[src/rtl/regincr_rr_sched_pkg.sv]
// Shared types for the round-robin scheduler around the registered +INCR incrementer.
// Holds the FSM state encoding and the owner/pointer index width helpers.
package regincr_rr_sched_pkg;

  typedef enum logic {
    IDLE,
    RESP
  } state_e;

  localparam int NREQ_DEFAULT = 4;
  localparam int OWN_W        = $clog2(NREQ_DEFAULT);

  // Index width for an arbitrary requester count; never narrower than one bit.
  function automatic int idx_width(input int n);
    return (n > 1) ? $clog2(n) : 1;
  endfunction

endpackage

[src/rtl/regincr_rr_arb.sv]
// Combinational round-robin arbiter: first set bit of req searching from ptr upward, wrapping.
// Produces a one-hot grant, the granted index and an any-valid flag.
module regincr_rr_arb
  import regincr_rr_sched_pkg::*;
#(
  parameter int NREQ = NREQ_DEFAULT,
  parameter int IW   = OWN_W
) (
  input  logic [NREQ-1:0] req,
  input  logic [IW-1:0]   ptr,
  output logic [NREQ-1:0] gnt,
  output logic [IW-1:0]   gnt_idx,
  output logic            any
);

  logic [IW-1:0] idx;

  always_comb begin
    gnt     = '0;
    gnt_idx = '0;
    any     = 1'b0;
    idx     = '0;
    for (int k = 0; k < NREQ; k++) begin
      idx = IW'((32'(ptr) + 32'(k)) % 32'(NREQ));
      if (!any && req[idx]) begin
        any          = 1'b1;
        gnt_idx      = idx;
        gnt[idx]     = 1'b1;
      end
    end
  end

endmodule

[src/rtl/regincr_rr_sched.sv]
// Round-robin scheduler sharing one registered +INCR incrementer among NREQ val/rdy requesters.
// Define REGINCR_RR_SCHED_PIPE_EN to accept a new request in the same cycle a response completes.
module regincr_rr_sched
  import regincr_rr_sched_pkg::*;
#(
  parameter int NREQ  = 4,
  parameter int NBITS = 9,
  parameter int INCR  = 1
) (
  input  logic                  clk,
  input  logic                  reset,
  input  logic [NREQ-1:0]       req_val,
  output logic [NREQ-1:0]       req_rdy,
  input  logic [NREQ*NBITS-1:0] req_msg,
  output logic [NREQ-1:0]       resp_val,
  input  logic [NREQ-1:0]       resp_rdy,
  output logic [NBITS-1:0]      resp_msg
);

  localparam int IW = idx_width(NREQ);

  state_e         state_q, state_d;
  logic [NBITS-1:0] opnd_q, opnd_d;
  logic [IW-1:0]  own_q, own_d;
  logic [IW-1:0]  ptr_q, ptr_d;

  logic [NREQ-1:0] arb_gnt;
  logic [IW-1:0]   arb_idx;
  logic            arb_any;
  logic            grant_en;
  logic            resp_done;

  // ptr_q already points past the current owner, so the pipelined grant needs no extra adjustment.
  regincr_rr_arb #(
    .NREQ (NREQ),
    .IW   (IW)
  ) u_arb (
    .req     (req_val),
    .ptr     (ptr_q),
    .gnt     (arb_gnt),
    .gnt_idx (arb_idx),
    .any     (arb_any)
  );

  always_comb begin
    state_d   = state_q;
    opnd_d    = opnd_q;
    own_d     = own_q;
    ptr_d     = ptr_q;
    req_rdy   = '0;
    resp_val  = '0;
    resp_msg  = opnd_q + NBITS'(INCR);
    grant_en  = 1'b0;
    resp_done = 1'b0;

    case (state_q)
      IDLE: begin
        grant_en = 1'b1;
      end
      RESP: begin
        resp_val[own_q] = 1'b1;
        resp_done       = resp_rdy[own_q];
        if (resp_done) begin
          state_d = IDLE;
        end
`ifdef REGINCR_RR_SCHED_PIPE_EN
        grant_en = resp_done;
`else
        grant_en = 1'b0;
`endif
      end
      default: begin
        state_d = IDLE;
      end
    endcase

    // Gating with reset keeps req_rdy low while the block is held in reset.
    if (grant_en && arb_any && reset) begin
      req_rdy = arb_gnt;
      opnd_d  = req_msg[32'(arb_idx)*NBITS +: NBITS];
      own_d   = arb_idx;
      ptr_d   = (arb_idx == IW'(NREQ-1)) ? '0 : arb_idx + 1'b1;
      state_d = RESP;
    end
  end

  always_ff @(posedge clk or negedge reset) begin
    if (!reset) begin
      state_q <= IDLE;
      opnd_q  <= '0;
      own_q   <= '0;
      ptr_q   <= '0;
    end else begin
      state_q <= state_d;
      opnd_q  <= opnd_d;
      own_q   <= own_d;
      ptr_q   <= ptr_d;
    end
  end

endmodule

[config.mk]
export PLATFORM = sky130hd
export DESIGN_NAME = regincr_rr_sched
export DESIGN_NICKNAME = d
export VERILOG_FILES = /design/src/rtl/regincr_rr_sched_pkg.sv /design/src/rtl/regincr_rr_arb.sv /design/src/rtl/regincr_rr_sched.sv
export SDC_FILE = /design/constraint.sdc
export NUM_CORES = 1
export LEC_CHECK = 0
export CORE_MARGIN = 2
export CORE_UTILIZATION = 39
export DETAILED_ROUTE_END_ITERATION = 8
export PLACE_DENSITY_LB_ADDON = 0.05
export SLEW_MARGIN = 15
export SYNTH_ARGS = -nofsm -noshare
export SYNTH_HDL_FRONTEND = slang
export SYNTH_SLANG_ARGS = --single-unit
[constraint.sdc]
create_clock -name clk -period 3.1 [get_ports clk]
set_input_delay 0.62 -clock clk [delete_from_list [all_inputs] [get_ports clk]]
set_output_delay 0.62 -clock clk [all_outputs]
set_load 0.03 [all_outputs]
# ---- Word-level counts from Yosys, hierarchy flattened
# Cells that the tools add are included.
dict set report totals {
  in_bits 46
  output_inout_bits 17
  word_cells 78
  reg_bits 14
}
dict set report op_classes {
  eq_ne 1
  muxes 39
  reduce_logical 13
  add_sub_neg 5
  order_cmp 10
  bitwise_logic 4
  multipliers 1
  n_shift 1
}
# operator count
set op_table {}
lappend op_table {{$shiftx A36 B7 Y9} 1}
lappend op_table {{$mux W4} 6}
lappend op_table {{$mux W1} 17}
lappend op_table {{$lt A2 B3 Y1 const B} 5}
lappend op_table {{$or A4 B4 Y4} 3}
lappend op_table {{$bmux W1 S2} 5}
lappend op_table {{$demux W1 S2} 5}
lappend op_table {{$ge A2 B1 Y1 const B} 5}
lappend op_table {{$logic_and A1 B1 Y1} 10}
lappend op_table {{$mux W2} 5}
lappend op_table {{$add A9 B1 Y9 const B} 1}
lappend op_table {{$mul A2 B4 Y6 const B} 1}
lappend op_table {{$add A2 B1 Y2 const B} 2}
lappend op_table {{$add A2 B2 Y2 const B} 2}
lappend op_table {{$logic_not A1 Y1} 3}
lappend op_table {{$eq A2 B2 Y1 const B} 1}
lappend op_table {{$pmux W1 S2} 1}
lappend op_table {{$not A1 Y1} 1}

# ---- Depth between registers and ports, before layout
# Gate-level depths: netlist (run 1).
dict set report depth {
  word_depth 15
  depth_mapped 11
  depth_no_buf 8
}

# ---- By module
# A second synthesis (run 1) with hierarchy kept.
dict set report unflattened {
  hier_cells 145
  hier_area_um2 1381.3
}
# module seq_area_each_um2 area_each_um2 cells_per_inst n_inst
set by_module_without_submodules {}
lappend by_module_without_submodules {regincr_rr_sched 350.3 959.7 100 1}
lappend by_module_without_submodules {regincr_rr_arb 0.0 421.7 45 1}

# ---- Worst setup path before layout (run 1)
# No wires, ideal clock.
dict set report synth_timing {
  kind {register to output}
  startpoint {reg ptr_q[0]}
  endpoint {out req_rdy[0]}
  path_slack_ns -0.031
  arrival_time_ns 2.511
  path_buffers 2
  path_stages_with_launch 11
  t_required_ns 2.480
  cell_sequence {dfrtp_1 > buf_2 > inv_1 > ha_1 > mux4_2 > nor2b_4 > buf_6 > a22oi_1 > nor2_1 > a221oi_1 > nor2_1}
}
dict set report synth_via {
  elab_chain_len 15
  word_cells_on_any_way 51
  classes_between {add/sub: 3; order compare: 8; mux: 25; bitwise: 3; reduce/logical: 12}
}
# element line_no
set synth_rtl {}
lappend synth_rtl {{from (decl)} regincr_rr_sched.sv:25} ;# logic [IW-1:0] ptr_q, ptr_d;
lappend synth_rtl {{from (signal assigned)} regincr_rr_sched.sv:97} ;# ptr_q <= ptr_d;
lappend synth_rtl {{parallel branches: the longest is 14 deep, another holds $lt A2 B3 Y1} --}
lappend synth_rtl {{$mux W4 (*)} regincr_rr_sched.sv:78} ;# if (grant_en && arb_any && reset) begin
lappend synth_rtl {{to (decl)} regincr_rr_sched.sv:13} ;# output logic [NREQ-1:0] req_rdy,
# Every way passes the cells marked *. The select of a mux whose other input is x is not followed.

# ---- Final worst setup path (run 1)
dict set report layout_timing {
  startpoint {reg ptr_q[1]}
  endpoint {out req_rdy[2]}
}
# The elaborated chain is that of the path after synthesis.

==> flow_metrics.env, run 1 <==
export IMPL_cpPeakStageDelay_ps=430
export IMPL_endpoint_kind="output pin"
export IMPL_hold_class="flop to flop"
export IMPL_synth_edf_count=0
export IMPL_n_antenna_cell=0
export IMPL_final_setup_tns_ps=0
export IMPL_dieArea_um2=4290
export IMPL_cp_slowest_cell="ha_1"
export IMPL_routed_wl_mm=3.97
export IMPL_dieHeight_um=65.5
export IMPL_worst_pin_slew_ps=520
export IMPL_die_x_um=65.5
export IMPL_crit_required_ps=2480
export IMPL_p_sw_uw=1080
export IMPL_grt_max_degree=17
export IMPL_drive_gt1_share_pct=19.8
export IMPL_cts_tree="yes"
export IMPL_wire_per_inst_um=13.9
export IMPL_synth_area_leader_cell="dfrtp_1"
export IMPL_fin_skew_ps=3.80
export IMPL_place_congestion=0.821
export IMPL_drtIter0Drc=88
export IMPL_drc=0
export IMPL_ant_nets=0
export IMPL_synth_area_um2=1480
export IMPL_ys_async_sr_fraction_pct=100
export IMPL_start_util_pct=40.3
export IMPL_intPower_uw=1200
export IMPL_run_status="completed"
export IMPL_path_class="flop to output pin"
export IMPL_cts_max_path_buffers=2
export IMPL_pwr_share_comb_pct=76.2
export IMPL_cts_htree_levels=1
export IMPL_rsz0062_at_grt="no"
export IMPL_crit_path_max_fanout=7
export IMPL_dr_pass1_iters=4
export IMPL_vias_per_cell=5.30
export IMPL_port_buffers=62
export IMPL_ys_types=42
export IMPL_crit_arrival_ps=2320
export IMPL_finalCritPeriodShare_pct=94.7
export IMPL_grt_pass1_vias=1453
export IMPL_fmax_mhz=341
export IMPL_setup_viol=0
export IMPL_grt_pass1_wl_mm=6.54
export IMPL_fill_cells=313
export IMPL_slew_headroom_pct=64.5
export IMPL_synth_seq_cells=14
export IMPL_clkSinkCount=14
export IMPL_numCtsBuffers=3
export IMPL_nets=293
export IMPL_stdcell_count=285
export IMPL_placement_rows=22
export IMPL_synth_area_top_cells="dfrtp_1, mux2i_1, ha_1"
export IMPL_ys_flop_type="dfrtp_1"
export IMPL_vias=1510
export IMPL_power_share_switching_pct=47.2
export IMPL_synth_nets=217
export IMPL_dp_hpwl_mm=3.23
export IMPL_path_clk_slew_ps=60
export IMPL_root_buffer="clkbuf_8"
export IMPL_path_cells="inv_1 -> ha_1 -> mux4_2 -> a22oi_1 -> nor2_1 -> a221oi_2 -> nor2_2 -> buf_4"
export IMPL_num_io_pins=63
export IMPL_syn_mean_instance_area_um2=9.11
export IMPL_drv_cap=0
export IMPL_seq_power_share_pct=16.1
export IMPL_core_um2=3660
export IMPL_holdBufCountCts=0
export IMPL_yosysSeqAreaShare_pct=23.7
export IMPL_synth_top_area_share_pct=23.7
export IMPL_finalHoldViolCount=0
export IMPL_p_leak_uw=0.00102
export IMPL_gr_total_overflow=0
export IMPL_slew_viol_final=0
export IMPL_grt_usage_pct=19.1
export IMPL_synthToLayoutAreaGrowth_pct=59.4
export IMPL_path_buf_inv=2
export IMPL_worstSetupStartpointType="flop"
export IMPL_p_clk_share_pct=7.7
export IMPL_powerDensity_nw_per_um2=971
export IMPL_ys_warn_count=0
export IMPL_irDropWorstVdd_mv=0.587
export IMPL_synth_cells=162
export IMPL_period_needed_ps=2940
export IMPL_dpl_cell_count=279
export IMPL_worstSkewPairLatency_ps=240
export IMPL_timing_hold_ws_ps=519
export IMPL_cpLargestDelayFamily="compound AO/OA/AOI/OAI gates"
export IMPL_antenna_found_initial=0
synth_stat cells (2+ instances only):
library cell  number
nand2_1           15
nand4_1            3
buf_2              3
nor3b_1            2
mux4_2             4
o21a_1             2
inv_1              7
o211ai_1           3
nor2_1            17
a21oi_1            2
a31oi_1            2
and3_1             2
a22oi_1            4
o221ai_1           9
nand2b_1           2
xnor2_1            7
a221oi_1           4
o21ai_0            2
clkbuf_1           4
mux2i_1           17
nor3_1             4
buf_6              3
dfrtp_1           14
nand3_1            4
ha_1               9
routing by layer:
| layer | track usage, % | routed length [µm] | vias up |
|---|---|---|---|
| li1 | - | - | 755 |
| met1 | 23.2 | 1650 | 704 |
| met2 | 36.0 | 2090 | 49 |
| met3 | 1.54 | 214 | 2 |
| met4 | 4.95 | 22 | 0 |
| met5 | 0 | 0 | - |
worst paths after layout:
kind	from	endpoint	slack [ps]	cells past startpoint
worst max-delay path	ptr_q[1]$_DFFE_PN0P_	req_rdy[2]	160	8
worst min-delay path	opnd_q[8]$_DFFE_PN0P_	opnd_q[8]$_DFFE_PN0P_	520	2
worst max register to register	ptr_q[1]$_DFFE_PN0P_	opnd_q[5]$_DFFE_PN0P_	540	9
worst min register to register	opnd_q[8]$_DFFE_PN0P_	opnd_q[8]$_DFFE_PN0P_	520	2
max in group asynchronous	reset	opnd_q[8]$_DFFE_PN0P_	2140	2
min in group asynchronous	reset	own_q[0]$_DFFE_PN0P_	790	2
registers in the layout (all words and copies together) (netlist names):
register  cells
opnd_q        9
own_q         2
ptr_q         2
state_q       1
metrics by stage:
stage          worst slack [ps]  util (%)  cell area (µm²)  total power (µW)
2_1_floorplan              96.4         -             1490              1540
3_3_place_gp              -24.7      61.3             2240              2030
3_5_place_dp               -103      61.3             2240              2060
4_1_cts                   -9.01      63.2             2310              2270
5_1_grt                    50.5      64.2             2350              2460
6_report                    165      64.2             2350              2280
placed cells by master (no fill, tap or decap), types with 2 or more instances in the layout:
cell type	n
inv_1	7
nor3_1	4
nand2b_1	2
nand4_1	3
dlymetal6s2s_1	3
buf_4	22
and3_1	2
a221oi_2	4
clkdlybuf4s50_1	54
a21oi_1	2
a31oi_1	2
o21a_1	2
clkbuf_8	4
mux4_2	4
nand3_1	3
ha_1	9
o21ai_0	2
dfrtp_1	14
nor3b_1	2
mux2i_1	17
nand2_1	15
nor2_1	13
buf_12	2
o211ai_1	3
nor2_2	4
o221ai_1	9
a22oi_1	4
xnor2_1	7
cell families after synthesis:
| logic type | Yosys count | synth area share, % |
|---|---|---|
| buf+inv | 18 | 6.62 |
| compound gates | 34 | 19.2 |
| simple gates | 57 | 19.4 |
| fa+ha+maj | 9 | 7.63 |
| xor+xnor | 8 | 4.75 |
| flops | 14 | 23.7 |
| mux | 22 | 18.7 |
layout make-up:
class	count	area [µm²]	share of cell area [%]
Tap cell	48	60.1	2.55
Sequential cell	14	350	14.9
Clock buffer	4	55.1	2.34
Multi-Input combinational cell	130	1070	45.4
Inverter	7	26.3	1.12
Timing Repair Buffer	82	792	33.7
power by group through the flow:
stage / Sequential [µW] / Combinational [µW] / Clock [µW]
finish: 367 / 1740 / 176
global route: 383 / 1890 / 189
CTS: 367 / 1720 / 180
detailed placement: 369 / 1690 / 0
global placement: 366 / 1660 / 0
floorplan: 372 / 1160 / 0
worst min-delay path, delay by kind of cell, from the launching register on:
family          cells  cell delay [ps]
compound gates      1               60
flops               1              360
simple gates        1               60
repair_timing:
action	in CTS	in global routing
resized for setup	2	7
pin swaps	0	1
endpoints found under the setup margin	4	5
setup buffers	1	1
Note: power is estimated with default switching activity, not from simulation.
==> run 2, diff against run 1 <==
--- a/config.mk
+++ b/config.mk
@@ -5,11 +5,13 @@
 export SDC_FILE = /design/constraint.sdc
 export NUM_CORES = 1
 export LEC_CHECK = 0
+export ABC_CLOCK_PERIOD_IN_PS = 3100
 export CORE_MARGIN = 2
-export CORE_UTILIZATION = 39
+export CORE_UTILIZATION = 38
 export DETAILED_ROUTE_END_ITERATION = 8
 export PLACE_DENSITY_LB_ADDON = 0.05
 export SLEW_MARGIN = 15
 export SYNTH_ARGS = -nofsm -noshare
 export SYNTH_HDL_FRONTEND = slang
+export SYNTH_HIERARCHICAL = 1
 export SYNTH_SLANG_ARGS = --single-unit
==> run 2 against run 1 <==
  * Setup slack got worse by 66 ps
  * Die area fell by 3.7%
  * Critical endpoint is now req_rdy[0]
  * Non-clock buffer count fell by 1
==> flow_metrics.env, run 2 <==
export IMPL_run_status="completed"
export IMPL_ys_warn_count=6
export IMPL_num_io_pins=63
export IMPL_drive_gt1_share_pct=18.4
export IMPL_numCtsBuffers=3
export IMPL_drtIter0Drc=64
export IMPL_drv_cap=0
export IMPL_vias_per_cell=5.22
export IMPL_synth_seq_cells=14
export IMPL_die_x_um=64.3
export IMPL_cts_tree="yes"
export IMPL_synth_edf_count=0
export IMPL_synth_area_top_cells="dfrtp_1, mux2i_1, mux4_2"
export IMPL_powerDensity_nw_per_um2=1060
export IMPL_crit_path_max_fanout=5
export IMPL_dieArea_um2=4130
export IMPL_design_area_um2=2220
export IMPL_holdPathStages=2
export IMPL_top_register="opnd_q"
export IMPL_antenna_found_initial=0
export IMPL_drc=0
export IMPL_endpoint_kind="output pin"
export IMPL_path_class="input pin to output pin"
export IMPL_irDropWorstVdd_mv=0.470
export IMPL_dpl_cell_count=258
export IMPL_mostFrequentLayoutCells="clkdlybuf4s50_1, nand2_1, buf_4"
export IMPL_slew_headroom_pct=76.8
export IMPL_worstSetupStartpointType="input pin"
export IMPL_vias=1403
export IMPL_port_buffers=62
export IMPL_cts_htree_levels=1
export IMPL_synthToLayoutAreaGrowth_pct=60.8
export IMPL_dpl_instance_area_um2=2100
export IMPL_syn_mean_instance_area_um2=9.53
export IMPL_crit_arrival_ps=2380
export IMPL_p_leak_uw=0.000949
export IMPL_dr_pass1_iters=4
export IMPL_root_buffer="clkbuf_4"
export IMPL_synth_top_area_share_pct=25.4
export IMPL_setup_viol=0
export IMPL_nets=277
export IMPL_grt_usage_pct=18.5
export IMPL_synth_cells=145
export IMPL_yosysSeqAreaShare_pct=25.4
export IMPL_ys_flop_type="dfrtp_1"
export IMPL_synth_area_um2=1380
export IMPL_period_needed_ps=3000
export IMPL_synth_common_cells="nand2_1, dfrtp_1, mux2i_1"
export IMPL_dp_hpwl_mm=2.89
export IMPL_largestRegisters="opnd_q x9, own_q x2, ptr_q x2"
export IMPL_fmax_mhz=333
export IMPL_fin_skew_ps=4.51
export IMPL_holdBufCountCts=0
export IMPL_worst_pin_slew_ps=344
export IMPL_final_common_cell="clkdlybuf4s50_1"
export IMPL_cp_num_cells=8
export IMPL_path_clk_slew_ps=80
export IMPL_synth_area_leader_cell="dfrtp_1"
export IMPL_grt_max_degree=17
export IMPL_place_congestion=0.770
export IMPL_worstSkewPairLatency_ps=280
export IMPL_grt_pass1_vias=1374
export IMPL_cpLargestDelayFamily="buffers and inverters"
export IMPL_dieHeight_um=64.3
export IMPL_finalHoldViolCount=0
export IMPL_rsz0062_at_grt="yes"
export IMPL_fill_cells=290
export IMPL_path_cells="dlygate4sd2_1 -> mux4_2 -> buf_4 -> nor3_4 -> nand2b_1 -> and3b_2 -> and2_1 -> buf_4"
export IMPL_slew_viol_final=0
export IMPL_cp_common_cell="buf_4"
export IMPL_wire_per_inst_um=14.0
export IMPL_core_um2=3420
export IMPL_n_antenna_cell=0
export IMPL_ys_async_sr_fraction_pct=100
export IMPL_final_util_pct=65.0
export IMPL_routed_wl_mm=3.76
export IMPL_design_power_total_uw=2350
export IMPL_synth_nets=198
export IMPL_cp_slowest_cell="mux4_2"
export IMPL_cts_max_path_buffers=2
export IMPL_ff2ff_path_depth=10
export IMPL_path_buf_inv=3
export IMPL_hold_class="flop to flop"
export IMPL_synth_most_common_cell="nand2_1"
export IMPL_placement_rows=21
export IMPL_clkSinkCount=14
export IMPL_finalCritPeriodShare_pct=96.8
export IMPL_fin_ws_ps=98.8
export IMPL_ant_nets=0
export IMPL_stdcell_count=269
export IMPL_gr_total_overflow=0
export IMPL_ys_types=34
export IMPL_largest_reg_flops=9
export IMPL_start_util_pct=40.4
export IMPL_crit_required_ps=2480
export IMPL_place_ws_ps=-248
export IMPL_cpPeakStageDelay_ps=550
export IMPL_grt_pass1_wl_mm=6.06
run 2: cell types whose count changed after synthesis, moves of 3 or more:
| cell | delta |
|---|---|
| and2_1 | +3 |
| a221oi_1 | -4 |
| clkbuf_1 | -3 |
| o21ai_1 | +4 |
| nand2_1 | +7 |
| xor2_1 | +3 |
| mux2i_1 | -3 |
| o21ai_0 | +3 |
| nor2_1 | -8 |
| xnor2_1 | -4 |
| a22oi_1 | +4 |
run 2: worst paths after layout:
kind / from / end / slack (ps)
max: req_val[1] / req_rdy[0] / 100
min: opnd_q[8]$_DFFE_PN0N_ / opnd_q[8]$_DFFE_PN0N_ / 560
max reg2reg: ptr_q[0]$_DFFE_PN0N_ / opnd_q[2]$_DFFE_PN0N_ / 330
min reg2reg: opnd_q[8]$_DFFE_PN0N_ / opnd_q[8]$_DFFE_PN0N_ / 560
max in group asynchronous: reset / opnd_q[2]$_DFFE_PN0N_ / 2230
min in group asynchronous: reset / opnd_q[0]$_DFFE_PN0N_ / 690
run 2: layout make-up:
cell class,count,area (µm²),area share [%]
multi-input cells,117,985,44.3
flip-flops and latches,14,350,15.8
clock buffers,4,36.3,1.63
inverters,7,26.3,1.18
repair buffers,81,766,34.5
well taps,46,57.6,2.59
run 2: power by group:
group | internal (µW) | switching, µW | leakage (µW) | total (µW)
logic | 906 | 935 | 0.000755 | 1840
clock network | 71.5 | 62.0 | 0.0000210 | 134
registers | 274 | 99.4 | 0.000173 | 374
run 2: per-layer routing:
layer	global-route usage (%)	part of all wire, %	vias to the layer above
met1	22.8	44	652
met3	5.46	6.8	2
li1	-	-	696
met5	0	0	-
met2	32.4	49	53
met4	2.66	0.19	0
run 2: tightest hold or removal path: stages, from the launching register on:
cell and delay [ps]:
dfrtp_1 390, nand2_1 70, o221ai_1 70
run 2: kinds of logic after synthesis:
logic type / Yosys count / share of synthesized area, %
muxes: 23 / 24.5
buffers and inverters: 14 / 5.89
AOI/OAI and AO/OA: 28 / 14.4
adders and majority gates: 7 / 6.34
DFF: 14 / 25.4
and+or+nand+nor: 52 / 19.0
xor gates and xnor gates: 7 / 4.44
run 2: timing repair:
action,4_1_cts,5_1_grt
resized for setup,5,12
setup buffers,2,5
pin swaps,1,5
setup endpoints to repair,4,4
run 2: through the flow:
step / TNS (ps) / hold slack (ps)
after detailed placement: -3070 / 531
final: 0 / 558
after global routing: -42.6 / 593
after floorplan: 0 / 324
after CTS: 0 / 557
after global placement: -1450 / 530
==> edit (flow settings as in run 1) <==
`NREQ`: 4 -> 2.
--- a/src/rtl/regincr_rr_sched.sv
+++ b/src/rtl/regincr_rr_sched.sv
@@ -5,3 +5,3 @@
 #(
-  parameter int NREQ  = 4,
+  parameter int NREQ  = 2,
   parameter int NBITS = 9,
Interface: changed (5 resized); port bits go from 63 to 37. No check against the original RTL was run, so the function may have changed too.
==> edit against run 1 <==
Wire length shrank 55%. Setup slack improved by 340 ps. Sequential cell count decreased by 2. Core utilization up 0.61 points. Register-to-register slack gained 1300 ps. Total power shrank 58%. Cell area down 51%. Synthesized area is 50% lower. Critical endpoint is now resp_msg[8].
==> edit: results (changes against run 1) <==
<table>
<tr><th>Metric</th><th>Value</th></tr>
<tr><th colspan="2">Logic synthesis</th></tr>
<tr><td>Leading post-synthesis cells by instance count</td><td>12 x sky130_fd_sc_hd__dfrtp_1, 12 x sky130_fd_sc_hd__nand2_1, 9 x sky130_fd_sc_hd__a221o_1, 9 x sky130_fd_sc_hd__nor3_1, 6 x sky130_fd_sc_hd__xnor2_1</td></tr>
<tr><td>Sequential share of the synthesized area</td><td>40.5% (+17 points)</td></tr>
<tr><td>Compound-Gate Fraction of Synth Area</td><td>15.4% (-3.8 points)</td></tr>
<tr><td>Synth unique cells</td><td>24 (-43%)</td></tr>
<tr><th colspan="2">Critical path</th></tr>
<tr><td>Largest fanout of any net on the critical path</td><td>6 (-1)</td></tr>
<tr><td>Critical Path Slowest Stage Cell</td><td>sky130_fd_sc_hd__clkdlybuf4s50_1</td></tr>
<tr><td>Cell family with the largest share of critical-path delay</td><td>buffers and inverters</td></tr>
<tr><th colspan="2">Run status</th></tr>
<tr><td>Outcome</td><td>finished, final reports clean</td></tr>
<tr><th colspan="2">Route</th></tr>
<tr><td>DRT iter0 DRCs</td><td>7 (-92%)</td></tr>
<tr><td>Vias/cell</td><td>5.17 (-2.5%)</td></tr>
<tr><td>Detail-routed net length per standard cell</td><td>12.9 µm (-7.4%)</td></tr>
<tr><th colspan="2">Placement</th></tr>
<tr><td>Count of buffers from port buffering</td><td>36 (-42%)</td></tr>
<tr><td>Inst Count DP</td><td>134 (-52%)</td></tr>
<tr><th colspan="2">Global route</th></tr>
<tr><td>Maximum number of pins on one net before global-route repair</td><td>13 (-4)</td></tr>
<tr><td>Overall fraction of global-route tracks in use</td><td>17.0% (-2.1 points)</td></tr>
<tr><td>Via count of the first global-routing pass</td><td>574 (-60%)</td></tr>
<tr><td>First-pass GRT wire length</td><td>2590 µm (-60%)</td></tr>
<tr><th colspan="2">Clock tree</th></tr>
<tr><td>Total of cells resized after clock tree synthesis</td><td>0 (-2)</td></tr>
<tr><td>Clock-pin slew on the worst setup and hold paths</td><td>80 ps (+20 ps)</td></tr>
<tr><td>Post-CTS setup buffer count</td><td>0 (-1)</td></tr>
<tr><th colspan="2">Layout</th></tr>
<tr><td>Fraction of final layout cells with drive strength greater than 1</td><td>11.5% (-8.3 points)</td></tr>
<tr><td>Layout net count</td><td>139 (-53%)</td></tr>
<tr><td>Non-Filler Instances</td><td>138 (-52%)</td></tr>
<tr><th colspan="2">Power</th></tr>
<tr><td>Leakage power total</td><td>0.481 nW (-53%)</td></tr>
<tr><th colspan="2">STA</th></tr>
<tr><td>Worst clock skew</td><td>3.32 ps (-0.486 ps)</td></tr>
</table>
[edit: cell types whose count changed after synthesis, sizes merged, moves of 5 or more]
cell,delta
nor3,+5
mux2i,-16
nor2,-17
o221ai,-9
a221o,+8
inv,-6
ha,-8
[edit: per-layer routing]
layer / part of all wire [%] / GRT usage, %
met5: 0 / 0
met4: 1.6 / 9.73
met3: 5.4 / 3.77
met2: 47 / 27.3
met1: 46 / 20.9
[edit: cell type report]
cell class / count / area share (%)
Clock buffer: 4 / 3.17
Tap cell: 25 / 2.74
Sequential cell: 12 / 26.3
Multi-Input combinational cell: 57 / 34.5
Timing Repair Buffer: 39 / 33.0
Inverter: 1 / 0.328
[edit: power groups by stage]
stage / clock (mW) / combinational (mW) / sequential, mW
final: 0.129 / 0.538 / 0.303
after global routing: 0.138 / 0.572 / 0.312
after CTS: 0.130 / 0.542 / 0.303
after detailed placement: 0 / 0.539 / 0.307
after global placement: 0 / 0.535 / 0.304
after floorplan: 0 / 0.355 / 0.283
[edit: final timing paths]
kind,cells past startpoint,from,slack [ps],to
setup / recovery,4,opnd_q[0],510,resp_msg[8]
hold / removal,1,ptr_q,510,ptr_q
setup reg to reg,3,state_q,1830,opnd_q[4]
hold reg to reg,1,ptr_q,510,ptr_q
max in group asynchronous,2,reset,2300,opnd_q[4]
min in group asynchronous,2,reset,670,state_q
[edit: logic make-up after synthesis]
group,after synthesis
adder cells (fa/ha/maj),1
buffers and inverters,6
flip-flops,12
multiplexers,1
AO/OA/AOI/OAI,12
XOR/XNOR,7
AND/OR/NAND/NOR,36
[edit: through the flow]
stage                     hold WS, ps  util, %
after global routing              520     64.8
final                             508     64.8
after global placement            481     62.8
after floorplan                   324        -
after detailed placement          488     62.8
after CTS                         506     64.8
